### src/rtl/adder_arb_pkg.sv
// Shared definitions for the adder arbiter: data width, FSM encoding and
// the round-robin pick function used by adder_arb_rr.
package adder_arb_pkg;

  localparam int DATA_W  = 32;
  localparam int MAX_REQ = 8;
  localparam int IDX_W   = 3;

  typedef enum logic [1:0] {
    IDLE = 2'd0,
    EXEC = 2'd1,
    RESP = 2'd2
  } state_t;

  typedef struct packed {
    logic             found;
    logic [IDX_W-1:0] idx;
  } rr_pick_t;

  // Search upward from last+1 with wrap; bits at or above num are zero-padded by the caller.
  function automatic rr_pick_t rr_pick(input logic [MAX_REQ-1:0] valid,
                                       input logic [IDX_W-1:0]   last,
                                       input int                 num);
    rr_pick_t         r;
    logic [IDX_W-1:0] cand;
    r.found = 1'b0;
    r.idx   = 3'd0;
    for (int off = 1; off <= MAX_REQ; off++) begin
      cand = IDX_W'((int'(last) + off) % num);
      if (!r.found && valid[cand]) begin
        r.found = 1'b1;
        r.idx   = cand;
      end else begin
        r = r;
      end
    end
    return r;
  endfunction

endpackage

### src/rtl/HybridAdder.sv
// 32-bit adder built as a ripple of eight 4-bit carry-lookahead blocks.
module HybridAdder (
  input  logic [31:0] a,
  input  logic [31:0] b,
  input  logic        c_in,
  output logic [31:0] sum,
  output logic        c_out
);

  logic [8:0] carry_s;

  assign carry_s[0] = c_in;
  assign c_out      = carry_s[8];

  for (genvar g = 0; g < 8; g++) begin : g_blk
    logic [3:0] p_s;
    logic [3:0] gen_s;
    logic [4:0] c_s;

    assign p_s   = a[4*g +: 4] ^ b[4*g +: 4];
    assign gen_s = a[4*g +: 4] & b[4*g +: 4];
    assign c_s[0] = carry_s[g];
    assign c_s[1] = gen_s[0] | (p_s[0] & c_s[0]);
    assign c_s[2] = gen_s[1] | (p_s[1] & gen_s[0]) | (p_s[1] & p_s[0] & c_s[0]);
    assign c_s[3] = gen_s[2] | (p_s[2] & gen_s[1]) | (p_s[2] & p_s[1] & gen_s[0])
                  | (p_s[2] & p_s[1] & p_s[0] & c_s[0]);
    assign c_s[4] = gen_s[3] | (p_s[3] & gen_s[2]) | (p_s[3] & p_s[2] & gen_s[1])
                  | (p_s[3] & p_s[2] & p_s[1] & gen_s[0])
                  | (p_s[3] & p_s[2] & p_s[1] & p_s[0] & c_s[0]);
    assign sum[4*g +: 4] = p_s ^ c_s[3:0];
    assign carry_s[g+1]  = c_s[4];
  end

endmodule

### src/rtl/adder_arb_rr.sv
// Combinational round-robin picker: one-hot grant plus winner index.
module adder_arb_rr
  import adder_arb_pkg::*;
#(
  parameter int NUM_REQ = 2
) (
  input  logic [NUM_REQ-1:0] valid,
  input  logic [IDX_W-1:0]   last,
  output logic [NUM_REQ-1:0] grant,
  output logic               found,
  output logic [IDX_W-1:0]   idx
);

  logic [MAX_REQ-1:0] valid_pad_s;
  rr_pick_t           pick_s;

  assign valid_pad_s = MAX_REQ'(valid);

  // Winner selection and one-hot expansion.
  always_comb begin
    pick_s = rr_pick(valid_pad_s, last, NUM_REQ);
    found  = pick_s.found;
    idx    = pick_s.idx;
    for (int i = 0; i < NUM_REQ; i++) begin
      grant[i] = pick_s.found && (pick_s.idx == IDX_W'(i));
    end
  end

endmodule

### src/rtl/adder_arbiter.sv
// Round-robin shared 32-bit adder with grant/execute/respond sequencing.
// Optional signed-overflow output enabled by defining ADDER_ARB_OVF_EN.
module adder_arbiter
  import adder_arb_pkg::*;
#(
  parameter int NUM_REQ = 2,
  parameter int ID_W    = 1
) (
  input  logic                      clk,
  input  logic                      rst_n,
  input  logic [NUM_REQ-1:0]        req_valid,
  output logic [NUM_REQ-1:0]        req_ready,
  input  logic [NUM_REQ*DATA_W-1:0] req_a,
  input  logic [NUM_REQ*DATA_W-1:0] req_b,
  input  logic [NUM_REQ-1:0]        req_sub,
  output logic                      rsp_valid,
  input  logic                      rsp_ready,
  output logic [DATA_W-1:0]         rsp_sum,
  output logic                      rsp_cout,
  output logic [ID_W-1:0]           rsp_id
`ifdef ADDER_ARB_OVF_EN
  ,output logic                     rsp_ovf
`endif
);

  state_t             state_r;
  logic [IDX_W-1:0]   last_grant_r;
  logic [DATA_W-1:0]  op_a_r;
  logic [DATA_W-1:0]  op_b_r;
  logic               op_cin_r;
  logic [ID_W-1:0]    id_r;
  logic               rsp_valid_r;
  logic [DATA_W-1:0]  rsp_sum_r;
  logic               rsp_cout_r;
  logic [ID_W-1:0]    rsp_id_r;

  logic [NUM_REQ-1:0] grant_s;
  logic               found_s;
  logic [IDX_W-1:0]   idx_s;
  logic [DATA_W-1:0]  sel_a_s;
  logic [DATA_W-1:0]  sel_b_s;
  logic               sel_sub_s;
  logic [DATA_W-1:0]  sum_s;
  logic               cout_s;

  adder_arb_rr #(.NUM_REQ(NUM_REQ)) u_rr (
    .valid (req_valid),
    .last  (last_grant_r),
    .grant (grant_s),
    .found (found_s),
    .idx   (idx_s)
  );

  HybridAdder u_add (
    .a     (op_a_r),
    .b     (op_b_r),
    .c_in  (op_cin_r),
    .sum   (sum_s),
    .c_out (cout_s)
  );

  // Operand mux for the granted requester (grant is one-hot or zero).
  always_comb begin
    sel_a_s   = 32'd0;
    sel_b_s   = 32'd0;
    sel_sub_s = 1'b0;
    for (int i = 0; i < NUM_REQ; i++) begin
      sel_a_s   = sel_a_s | (req_a[i*DATA_W +: DATA_W] & {DATA_W{grant_s[i]}});
      sel_b_s   = sel_b_s | (req_b[i*DATA_W +: DATA_W] & {DATA_W{grant_s[i]}});
      sel_sub_s = sel_sub_s | (req_sub[i] & grant_s[i]);
    end
  end

  // Ready only in IDLE and forced low while reset is held.
  assign req_ready = (rst_n && (state_r == IDLE)) ? grant_s : {NUM_REQ{1'b0}};
  assign rsp_valid = rsp_valid_r;
  assign rsp_sum   = rsp_sum_r;
  assign rsp_cout  = rsp_cout_r;
  assign rsp_id    = rsp_id_r;

  // Grant/execute/respond sequencer.
  always_ff @(posedge clk or negedge rst_n) begin
    if (!rst_n) begin
      state_r      <= IDLE;
      last_grant_r <= IDX_W'(NUM_REQ - 1);
      op_a_r       <= 32'd0;
      op_b_r       <= 32'd0;
      op_cin_r     <= 1'b0;
      id_r         <= '0;
      rsp_valid_r  <= 1'b0;
      rsp_sum_r    <= 32'd0;
      rsp_cout_r   <= 1'b0;
      rsp_id_r     <= '0;
    end else begin
      case (state_r)
        IDLE: begin
          if (found_s) begin
            op_a_r       <= sel_a_s;
            op_b_r       <= sel_sub_s ? ~sel_b_s : sel_b_s;
            op_cin_r     <= sel_sub_s;
            id_r         <= ID_W'(idx_s);
            last_grant_r <= idx_s;
            state_r      <= EXEC;
          end
        end
        EXEC: begin
          rsp_sum_r   <= sum_s;
          rsp_cout_r  <= cout_s;
          rsp_id_r    <= id_r;
          rsp_valid_r <= 1'b1;
          state_r     <= RESP;
        end
        RESP: begin
          if (rsp_ready) begin
            rsp_valid_r <= 1'b0;
            state_r     <= IDLE;
          end
        end
        default: begin
          state_r <= IDLE;
        end
      endcase
    end
  end

`ifdef ADDER_ARB_OVF_EN
  logic rsp_ovf_r;

  assign rsp_ovf = rsp_ovf_r;

  // Signed overflow of the post-inversion operands, captured with the sum.
  always_ff @(posedge clk or negedge rst_n) begin
    if (!rst_n) begin
      rsp_ovf_r <= 1'b0;
    end else if (state_r == EXEC) begin
      rsp_ovf_r <= (op_a_r[31] == op_b_r[31]) && (sum_s[31] != op_a_r[31]);
    end
  end
`endif

endmodule

### config.mk
export PLATFORM = sky130hd
export DESIGN_NAME = adder_arbiter
export DESIGN_NICKNAME = d
export VERILOG_FILES = /design/src/rtl/adder_arb_pkg.sv /design/src/rtl/HybridAdder.sv /design/src/rtl/adder_arb_rr.sv /design/src/rtl/adder_arbiter.sv
export SDC_FILE = /design/constraint.sdc
export NUM_CORES = 1
export LEC_CHECK = 0
export ABC_AREA = 1
export CAP_MARGIN = 20
export CORE_AREA = 2 2 148 92
export DETAILED_ROUTE_END_ITERATION = 12
export DIE_AREA = 0 0 150 94
export PLACE_DENSITY = 0.81
export RECOVER_POWER = 100
export SLEW_MARGIN = 20
export SYNTH_ARGS = -nofsm -noshare
export SYNTH_HDL_FRONTEND = slang
export SYNTH_SLANG_ARGS = --single-unit
### constraint.sdc
create_clock -name clk -period 3.5 [get_ports clk]
set_input_delay 0.35 -clock clk [delete_from_list [all_inputs] [get_ports clk]]
set_output_delay 0.35 -clock clk [all_outputs]
set_load 0.05 [all_outputs]
### Word-level counts from Yosys, hierarchy flattened

Cells that the tools add are included.

* bits in registers: 104
* bits of input ports: 135
* output and inout port bits: 37
* logic and storage cells: 335

* add/sub/neg operators: 8
* magnitude comparators: 8
* equal/unequal tests: 5
* muxes and demuxes: 31
* bitwise operators: 250
* reduce and logical (&&, ||, !) cells: 23

Operators with widths (number)
* $and A1 B1 Y1: 130
* $and A32 B32 Y32: 4
* $or A1 B1 Y1: 81
* $or A32 B32 Y32: 2
* $xor A4 B4 Y4: 16
* $and A4 B4 Y4: 8
* $lt A3 B4 Y1 const B: 8
* $mux W32: 1
* $mux W4: 8
* $not A32 Y32: 1
* $bmux W1 S2: 8
* $logic_and A1 B1 Y1: 10
* $mux W1: 9
* $add A1 B1 Y1 const B: 8
* $and A1 B1 Y1 const A: 8
* $logic_not A1 Y1: 7
* $mux W2: 3
* $pmux W2 S3: 1
* $reduce_and A2 Y1: 3
* $eq A3 B1 Y1 const B: 1
* $logic_not A3 Y1: 1
* $eq A2 B1 Y1 const B: 1
* $eq A2 B2 Y1 const B: 1
* $logic_not A2 Y1: 1
* 4 further kinds: 4

### Depth between registers and ports, before layout

Gate-level depths: netlist of run 1.

* depth in word-level cells: 32
* gate-level depth with buffers: 22
* depth with buffers taken out: 22

### Modules after synthesis

Synthesis of run 1 repeated with hierarchy kept, for this count alone.

* cell total of the unflattened synthesis: 955
* area, all modules: 6635.1 µm²

By module, submodules not included
* adder_arbiter: times used 1, cells each 760, area an instance 5227.5 µm², seq. area each 2653.8 µm²
* HybridAdder: times used 1, cells each 185, area an instance 1358.8 µm², seq. area each 0.0 µm²
* adder_arb_rr: times used 1, cells each 10, area an instance 48.8 µm², seq. area each 0.0 µm²

### Worst setup path after synthesis of run 1

OpenSTA, ideal clock, no wires.

* path kind: reg-to-output
* from: register last_grant_r[0]
* to: output req_ready[0]
* data arrival time: 2.340 ns
* required time: 3.150 ns
* setup slack: 0.810 ns
* stages on the path, launching flop included: 7
* path buffers: 2
* path through: dfstp_2 -> nand2_1 -> nand3_1 -> nand2_1 -> clkbuf_1 -> clkbuf_1 -> nor3_1

* cells in the longest elaborated chain, start to end: 29
* elaborated cells between the ends (all ways): 57
* those cells by class: add/sub (8); mux (25); bitwise (8); reduce/logical (16)

RTL lines
* start: declaration: line adder_arbiter.sv:27 `logic [IDX_W-1:0] last_grant_r;`
* start signal: assignment: line adder_arbiter.sv:85 `last_grant_r <= IDX_W'(NUM_REQ - 1);`
* start signal: assignment: line adder_arbiter.sv:102 `last_grant_r <= idx_s;`
* $add A1 B1 Y1: line adder_arb_pkg.sv:29 `cand = IDX_W'((int'(last) + off) % num);`
* $and A1 B1 Y1 (no line)
* $bmux W1 S2: line adder_arb_pkg.sv:30 `if (!r.found && valid[cand]) begin`
* $mux W1 (implied by the code): line adder_arb_pkg.sv:30
* $mux W4: line adder_arb_pkg.sv:30
* $logic_not A1 Y1: line adder_arb_pkg.sv:30
* $logic_and A1 B1 Y1: line adder_arb_pkg.sv:30
* $mux W4: line adder_arb_pkg.sv:30
* [... 13 more ...]
* $logic_and A1 B1 Y1: line adder_arb_pkg.sv:30
* $mux W4: line adder_arb_pkg.sv:30
* $logic_not A1 Y1: line adder_arb_pkg.sv:30
* $logic_and A1 B1 Y1: line adder_arb_pkg.sv:30
* $mux W4 *: line adder_arb_pkg.sv:30
* $logic_not A3 Y1: line adder_arb_rr.sv:25 `grant[i] = pick_s.found && (pick_s.idx == IDX_W'(i));`
* $logic_and A1 B1 Y1 *: line adder_arb_rr.sv:25
* $mux W2 *: line adder_arbiter.sv:75 `assign req_ready = (rst_n && (state_r == IDLE)) ? grant_s : {NUM_REQ{1'b0}};`
* end: declaration: line adder_arbiter.sv:12 `output logic [NUM_REQ-1:0] req_ready,`

Mark *: on every way between the ends. The rest lies on a longest branch, timed or not. The select of a mux whose other input is x is not followed.

### Worst setup path in the final report of run 1

* from: register op_a_r[1]
* to: register rsp_sum_r[29], in the netlist rsp_sum[29]

* cells in the longest elaborated chain, start to end: 20
* elaborated cells between the ends (all ways): 25
* those cells by class: bitwise (25)

RTL lines
* start: declaration: line adder_arbiter.sv:28 `logic [DATA_W-1:0] op_a_r;`
* start signal: assignment: line adder_arbiter.sv:98 `op_a_r <= sel_a_s;`
* $and A4 B4 Y4 / $xor A4 B4 Y4 (equally long branches): line HybridAdder.sv:21, HybridAdder.sv:20
* $and A1 B1 Y1 (on tied branches): line HybridAdder.sv:27, HybridAdder.sv:28, HybridAdder.sv:29
* $or A1 B1 Y1, or another cell as far along: line HybridAdder.sv:27 `assign c_s[4] = gen_s[3] | (p_s[3] & gen_s[2]) | (p_s[3] & p_s[2] & gen_s[1])`
* $or A1 B1 Y1 / $and A1 B1 Y1 (equally long branches): line HybridAdder.sv:28, HybridAdder.sv:29
* $or A1 B1 Y1 *: line HybridAdder.sv:29 `| (p_s[3] & p_s[2] & p_s[1] & p_s[0] & c_s[0]);`
* $and A1 B1 Y1 *: line HybridAdder.sv:29
* $or A1 B1 Y1 *: line HybridAdder.sv:29
* $and A1 B1 Y1 *: line HybridAdder.sv:29
* [... 4 more ...]
* $or A1 B1 Y1 *: line HybridAdder.sv:29
* $and A1 B1 Y1 *: line HybridAdder.sv:29
* $or A1 B1 Y1 *: line HybridAdder.sv:29
* $and A1 B1 Y1 *: line HybridAdder.sv:29
* $or A1 B1 Y1 *: line HybridAdder.sv:29
* $and A1 B1 Y1 *: line HybridAdder.sv:23 `assign c_s[1] = gen_s[0] | (p_s[0] & c_s[0]);`
* $or A1 B1 Y1 *: line HybridAdder.sv:23
* $xor A4 B4 Y4 *: line HybridAdder.sv:30 `assign sum[4*g +: 4] = p_s ^ c_s[3:0];`
* end signal: assignment: line adder_arbiter.sv:107 `rsp_sum_r <= sum_s;`
* end: declaration: line adder_arbiter.sv:33 `logic [DATA_W-1:0] rsp_sum_r;`

Mark *: on every way between the ends. The rest lies on a longest branch, timed or not.
A chain may end at the register's enable or synchronous reset.

==> results of run 1 <==
-- metrics by stage --
step | total power [mW] | instances | setup slack [ps] | cell area, um^2
floorplan | 5.699 | 754 | 809.6 | 6147
global placement | 6.977 | 1063 | 875.3 | 8018
detailed placement | 7.164 | 1063 | 809.3 | 8018
CTS | 8.201 | 1079 | 667.1 | 8324
global route | 8.684 | 1079 | 292.9 | 8252
finish | 8.015 | 1079 | 518.6 | 8252
-- registers in the layout, summed over array words and instances (netlist names), 2 cells and up --
signal / cells
op_a_r: 32
op_b_r: 32
rsp_sum: 32
state_r: 2
-- worst min-delay path: cells and delay by family, from the launching register on --
family | cells | cell delay (ps)
simple gates | 2 | 100
flops | 1 | 340
-- cells in the mapped netlist, drive strengths merged --
master,n,area [um^2]
a21o,1,7.510
o21bai,2,15.01
buf,10,47.55
nor2,16,60.06
nand2,227,944.7
o211ai,2,15.01
inv,32,120.1
ha,32,400.4
xor2,8,70.07
clkbuf,33,123.9
dfrtp,103,2577
and3,1,6.260
clkinv,1,3.750
xnor2,41,359.1
dfstp,1,26.28
a41oi,1,8.760
nand3,146,735.7
o21ai,61,305.3
fa,8,160.2
a31oi,1,6.260
nand4,1,6.260
a21oi,19,102.6
nor3,7,45.04
-- per-layer routing --
layer,share of wire (%),wire [um],vias up
li1,-,-,2800
met1,48,7997,2653
met2,44,7352,197
met3,7.5,1261,15
met4,0.95,160,0
met5,0,0,-
-- logic make-up (layout without fill, tap and decap cells) --
| kind of cell | after synthesis | count (layout) |
|---|---|---|
| AO/OA/AOI/OAI | 87 | 87 |
| XOR/XNOR | 49 | 49 |
| adder cells (fa/ha/maj) | 40 | 40 |
| buffers and inverters | 76 | 231 |
| flip-flops | 104 | 104 |
| AND/OR/NAND/NOR | 398 | 398 |
-- power groups by stage --
stage | Clock (mW) | Sequential, mW | Combinational [mW]
detailed placement | 0 | 2.28 | 4.88
global placement | 0 | 2.25 | 4.72
global route | 1.08 | 2.33 | 5.28
finish | 1.02 | 2.26 | 4.74
CTS | 1.03 | 2.27 | 4.90
floorplan | 0 | 2.80 | 2.90
-- worst paths after layout --
kind                                 start          end  slack (ps)  cells after the start
max in group asynchronous            rst_n    op_b_r[3]        1000                      3
worst min-delay path            rsp_sum[8]   rsp_sum[8]         470                      2
worst max-delay path             op_a_r[1]  rsp_sum[29]         520                     20
min in group asynchronous            rst_n   rsp_sum[4]         490                      2
worst max register to register   op_a_r[1]  rsp_sum[29]         520                     20
worst min register to register  rsp_sum[8]   rsp_sum[8]         470                      2
-- layout make-up --
cell class / instances / area, um^2
fill: 1106 / 4400
multi-input combinational: 574 / 3221
clock inverter: 4 / 53.80
clock buffer: 11 / 242.7
tap: 170 / 212.7
sequential: 104 / 2604
inverter: 33 / 123.9
timing repair buffer: 183 / 1794
-- what timing repair did --
action,4_1_cts,5_1_grt
endpoints found under the hold margin,34,0
resized for setup,0,0
hold buffers,1,0
setup endpoints to repair,0,0
-- placed cells by master, fill, tap and decap left out, drive strengths merged, types with 2 or more instances in the layout --
| cell | instances |
|---|---|
| a21oi | 19 |
| buf | 7 |
| clkbuf | 17 |
| clkdlybuf4s50 | 133 |
| clkinvlp | 2 |
| dfrtp | 103 |
| dlygate4sd3 | 37 |
| fa | 8 |
| ha | 32 |
| inv | 33 |
| nand2 | 227 |
| nand3 | 146 |
| nor2 | 16 |
| nor3 | 7 |
| o211ai | 2 |
| o21ai | 61 |
| o21bai | 2 |
| xnor2 | 41 |
| xor2 | 8 |
==> metrics.md, run 1 <==
| Metric | Value |
|---|---|
| Initial antenna violation count | 0 |
| Crit path buf inv count | 0 |
| DRC | 0 |
| Htree depth | 3 |
| Setup Viol. Count Final | 0 |
| Clk root buf | clkbuf_16 |
| Final slew viol count | 126 |
| Post-CTS setup buffers | 0 |
| Via-to-Cell Ratio | approximately 5.3 |
| Met3 Use GR | a little under 5% |
| Post-synthesis compound-gate area fraction | roughly 7.5% |
| Post-Synth Simple-Gate Area | just under 30% |
| DRT iter0 DRCs | between 200 and 300 |
| Post-synthesis average cell area | 8.153 um^2 |
| Core area | around 13000 um^2 |
| Kind of critical path | reg -> reg |
| Wire per inst | 15.54 um |
| Clock power share | 12.7% |
| Slowest cell on crit path | dfrtp_1 |
| Antenna Cells | 0 |
| Via count | around 5700 |
| Final #Nets | 1080 |
| Worst setup EP type | flip-flop |
| Area added between synthesis and finish | 34.24% |
| Post-Synthesis Cell Area | approximately 6100 um^2 |
| Share of cells above drive strength 1 | around 4.6% |
| GRT Residual Overflow | 0 |
| Power Dens Cells | 971.3 nW/um^2 |
| Synth cell types | 31 |
| Min-delay worst type | reg -> reg |
| CP Data Required Time | 3670 ps |
| Chip width | around 150 um |
| Final core utilization | 65.22% |
| Post-synthesis mux area share | 0% |
| Antenna Nets Post-Route | 0 |
| Yosys warnings | 0 |
| Max_slew headroom | -11.96% |
| RSZ-0062 raised after global routing | no |
| Worst endpoint data arrival time | between 3000 and 4000 ps |
| Clock Latency Late Sink | ~350 ps |
| Gate power share | 59.1% |
| CTS max path bufs | 2 |
| Vias in the first global route | between 5000 and 6000 |
| # IOs | roughly 170 |
| Fraction of the mapped netlist area in adder cells | a little under a tenth |
| Clock transition at path regs | approximately 70 ps |
| Top delay family on crit path | simple AND/OR/NAND/NOR gates |
| CP max FO | 3 |
| Port Buffers | 171 |
| Post-DP HPWL | 12600 um |
| Clk_skew | ~10 ps |
| Global-route wire length before repair | roughly 28000 um |
| Max rail drop VDD | around 0.35 mV |
| Final setup TNS | 0 ps |
| Register area share after synthesis | between 40% and 50% |
| Initial DRT Pass Iterations | 5 |
| M2 GR Usage | between 30% and 40% |
| Routed WL | approximately 17000 um |
| Met1 global-route usage | 37.25% |
| Clk sinks | 104 |
| Switching share of power | between 40% and 50% |
| Tot GR Track Use | roughly 25% |
| Cells after Synth | 754 |
| Switching pwr | 3.898 mW |
| Failing checks | max-capacitance violations, max-slew violations |
| Largest net degree at the start of global routing | 70 |
| Worst path cell trace | ha_1, nand2_1, nand3_1, nand2_2, nand2_1, nand2_2, nand2_1, nand2_1, nand2_1, nand2_4, nand2_4, nand2_4, nand2_1, nand2_4, nand2_4, nand2_4, nand2_4, fa_1, xnor2_1, o21ai_0 |
| Max Clk Rate | between 300 and 400 MHz |
| Most crowded layer after global routing | met2 |
| Tcrit/Tclk final | a little under nine tenths |
| Die area | ~14000 um^2 |
| Worst-margin pin slew | around 1700 ps |
| Final Hold Fails | 0 |
| CTS buffer count | 9 |
| Mapped Nets | between 900 and 1000 |
| Die Ht | about 94 um |
| Final min period | 2981 ps |
| RePlAce Congestion | 0.8994 |
| Final Hold Slack | roughly 470 ps |
| Most frequent CP cell | nand2_4 |
| Status | finished with violations |
| Crit path largest cell delay | about 390 ps |
| Internal power | between 4 and 5 mW |
| Critical path launch point type | flip-flop |
| Site Rows | 32 |
| Max-cap violations | 2 |
| Sequential share of power | approximately 28% |
| Seq cells post-synth | ~100 |
| Largest family of logic cells by synthesized area | simple AND/OR/NAND/NOR gates |
| Initial Util | between 40% and 50% |
| TritonCTS clock tree | yes |
| Leak pwr | approximately 4 nW |
| Synth Area in XOR/XNOR | between 6 and 7% |
No activity file was read; power rests on OpenSTA's default activity.
==> run 2: changes to the inputs <==
--- a/config.mk
+++ b/config.mk
@@ -10,9 +10,9 @@
 export CORE_AREA = 2 2 148 92
 export DETAILED_ROUTE_END_ITERATION = 12
 export DIE_AREA = 0 0 150 94
+export HOLD_SLACK_MARGIN = 0.06
 export PLACE_DENSITY = 0.81
 export RECOVER_POWER = 100
-export SLEW_MARGIN = 20
 export SYNTH_ARGS = -nofsm -noshare
 export SYNTH_HDL_FRONTEND = slang
 export SYNTH_SLANG_ARGS = --single-unit
==> results of run 2 <==
No change in the layout: final DEF, timing and power equal those of run 1.
==> run 3: changes to the inputs <==
--- a/config.mk
+++ b/config.mk
@@ -12,7 +12,7 @@
 export DIE_AREA = 0 0 150 94
 export HOLD_SLACK_MARGIN = 0.06
 export PLACE_DENSITY = 0.81
-export RECOVER_POWER = 100
+export RECOVER_POWER = 25
 export SYNTH_ARGS = -nofsm -noshare
 export SYNTH_HDL_FRONTEND = slang
 export SYNTH_SLANG_ARGS = --single-unit
==> metrics.md, run 3 (synthesis gave the netlist of run 1 again) <==
| Metric | Value |
|---|---|
| Via count | around 5700 |
| Max-cap violations | 1 |
| # resized after CTS | 0 |
| Max rail drop VDD | between 0.3 and 0.4 mV |
| Clock power share | between 10 and 15% |
| Fill cells | around 1100 |
| Site Rows | 32 |
| Setup Viol. Count Final | 0 |
| Antenna Nets Post-Route | 0 |
| Max Clk Rate | 356.8 MHz |
| GRT Residual Overflow | 0 |
| Crit path buf inv count | 4 |
| Largest net degree at the start of global routing | 70 |
| Final slew viol count | between 50 and 60 |
| Final min period | about 2800 ps |
| RePlAce Congestion | 0.8994 |
| Core area | ~13000 um^2 |
| Initial antenna violation count | 0 |
| Clk sinks | 104 |
| Max_slew headroom | -0.9310% |
| Most frequent cells in the layout | 208 x nand2_1, 151 x clkdlybuf4s50_1, 145 x nand3_1, 103 x dfrtp_1, 54 x o21ai_0 |
| Sequential share of power | about 28% |
| Slowest cell on crit path | clkdlybuf4s50_1 |
| Min-delay worst type | reg -> reg |
| RSZ-0062 raised after global routing | no |
| DRT iter0 DRCs | 316 |
| Commonest non-fill, non-tap cell in the layout | nand2_1 |
| Global-route wire length before repair | approximately 28000 um |
| Area added between synthesis and finish | 35.36% |
| Tot GR Track Use | about a quarter |
| Final #Nets | 1080 |
| Antenna Cells | 0 |
| Initial Util | between 40% and 50% |
| Kind of critical path | in -> out |
| CTS max path bufs | 2 |
| Worst endpoint data arrival time | 2450 ps |
| Initial DRT Pass Iterations | 4 |
| Switching share of power | 48.41% |
| Clock transition at path regs | approximately 70 ps |
| TritonCTS clock tree | yes |
| Internal power | around 4.2 mW |
| Via-to-Cell Ratio | approximately 5.2 |
| Vias in the first global route | between 5000 and 6000 |
| CP max FO | 37 |
| Die area | ~14000 um^2 |
| Port Buffers | about 170 |
| Clk root buf | clkbuf_16 |
| Worst path cell trace | dlygate4sd3_1, buf_4, inv_1, nor2_1, clkdlybuf4s50_1 |
| CTS buffer count | 9 |
| DRC | 0 |
| Wire per inst | roughly 16 um |
| Htree depth | 3 |
| Post-DP HPWL | about 13000 um |
| Crit path largest cell delay | 830 ps |
| CP Data Required Time | about 3200 ps |
| Clk_skew | between 10 and 15 ps |
| Post-CTS setup buffers | 0 |
| Post-layout power | ~8.1 mW |
| Failing checks | max-capacitance violations, max-slew violations |
| Status | finished with violations |
| Share of cells above drive strength 1 | roughly 5.9% |
| Final Hold Fails | 0 |
| Clock Latency Late Sink | ~350 ps |
| Die Ht | around 94 um |
| Top delay family on crit path | buffers and inverters |
| Tcrit/Tclk final | roughly 80% |
| Worst-margin pin slew | between 1500 and 2000 ps |
| Power Dens Cells | around 980 nW/um^2 |
| Switching pwr | 3.939 mW |
| Worst setup EP type | primary output |
| Critical path launch point type | input port |
| # IOs | 172 |
| Gate power share | between 50% and 60% |
| Final setup TNS | 0 ps |
| Leak pwr | 3.917 nW |
| Routed WL | 16740 um |
| Chip width | roughly 150 um |
[run 3: cell count changes in the layout (fill, tap and decap cells not counted), sizes merged]
cell	before	now
clkdlybuf4s50	133	151
clkbuf	17	12
dlygate4sd3	37	19
buf	7	12
[run 3: area by class of cell]
type / count / area, um^2 / area share, %
clock inverter: 4 / 53.80 / 0.6466
multi-input combinational: 574 / 3263 / 39.22
sequential: 104 / 2604 / 31.29
timing repair buffer: 183 / 1821 / 21.88
tap: 170 / 212.7 / 2.556
clock buffer: 11 / 242.7 / 2.917
inverter: 33 / 123.9 / 1.489
[run 3: worst paths after layout]
path                            startpoint           end  slack [ps]  cells past startpoint
worst min-delay path            rsp_sum[8]    rsp_sum[8]         470                      2
worst max-delay path                 rst_n  req_ready[1]         700                      5
worst min register to register  rsp_sum[8]    rsp_sum[8]         470                      2
worst max register to register   op_a_r[5]   rsp_sum[29]         770                     18
min in group asynchronous            rst_n    rsp_sum[4]         490                      2
max in group asynchronous            rst_n     op_b_r[3]        1750                      3
[run 3: layer usage]
metal / vias up / global-route usage [%] / part of all wire, %
met1: 2645 / 37.25 / 48
met4: 0 / 5.031 / 0.94
li1: 2794 / - / -
met2: 199 / 38.55 / 44
met3: 12 / 4.903 / 7.0
met5: - / 0 / 0
[run 3: power by group through the flow]
stage	Combinational (mW)	Sequential, mW	Clock [mW]
6_report	4.85	2.26	1.02
5_1_grt	5.40	2.33	1.08
4_1_cts	4.90	2.27	1.03
3_5_place_dp	4.88	2.28	0
3_3_place_gp	4.72	2.25	0
2_1_floorplan	2.90	2.80	0
[run 3: timing repair]
action,4_1_cts,5_1_grt
hold buffers,1,0
setup endpoints to repair,0,0
endpoints found under the hold margin,34,0
[run 3: per-stage QoR]
step | worst slack [ps] | cell area (um^2) | hold slack, ps | std cells | util, %
2_1_floorplan | 809.6 | 6147 | 54.41 | 754 | -
3_3_place_gp | 875.3 | 8018 | 330.5 | 1063 | 63.37
3_5_place_dp | 809.3 | 8018 | 336.3 | 1063 | 63.37
4_1_cts | 667.1 | 8324 | 479.0 | 1079 | 65.79
5_1_grt | 516.7 | 8320 | 484.2 | 1079 | 65.76
6_report | 697.2 | 8320 | 471.3 | 1079 | 65.76
[run 3: worst register-to-register path, stage by stage, from the launching register on]
cell     delay [ps]
dfrtp_1         390
ha_1            360
a21oi_2         170
nor2_1           60
nor3_2          120
nand2_2         120
nand2_2          90
nand2_4          70
nand2_4          80
nand2_4          60
nand2_4          70
nand2_4          60
nand2_4          80
nand2_4          60
nand2_4          70
nand2_4          70
fa_1            390
xnor2_1         160
o21ai_0          90
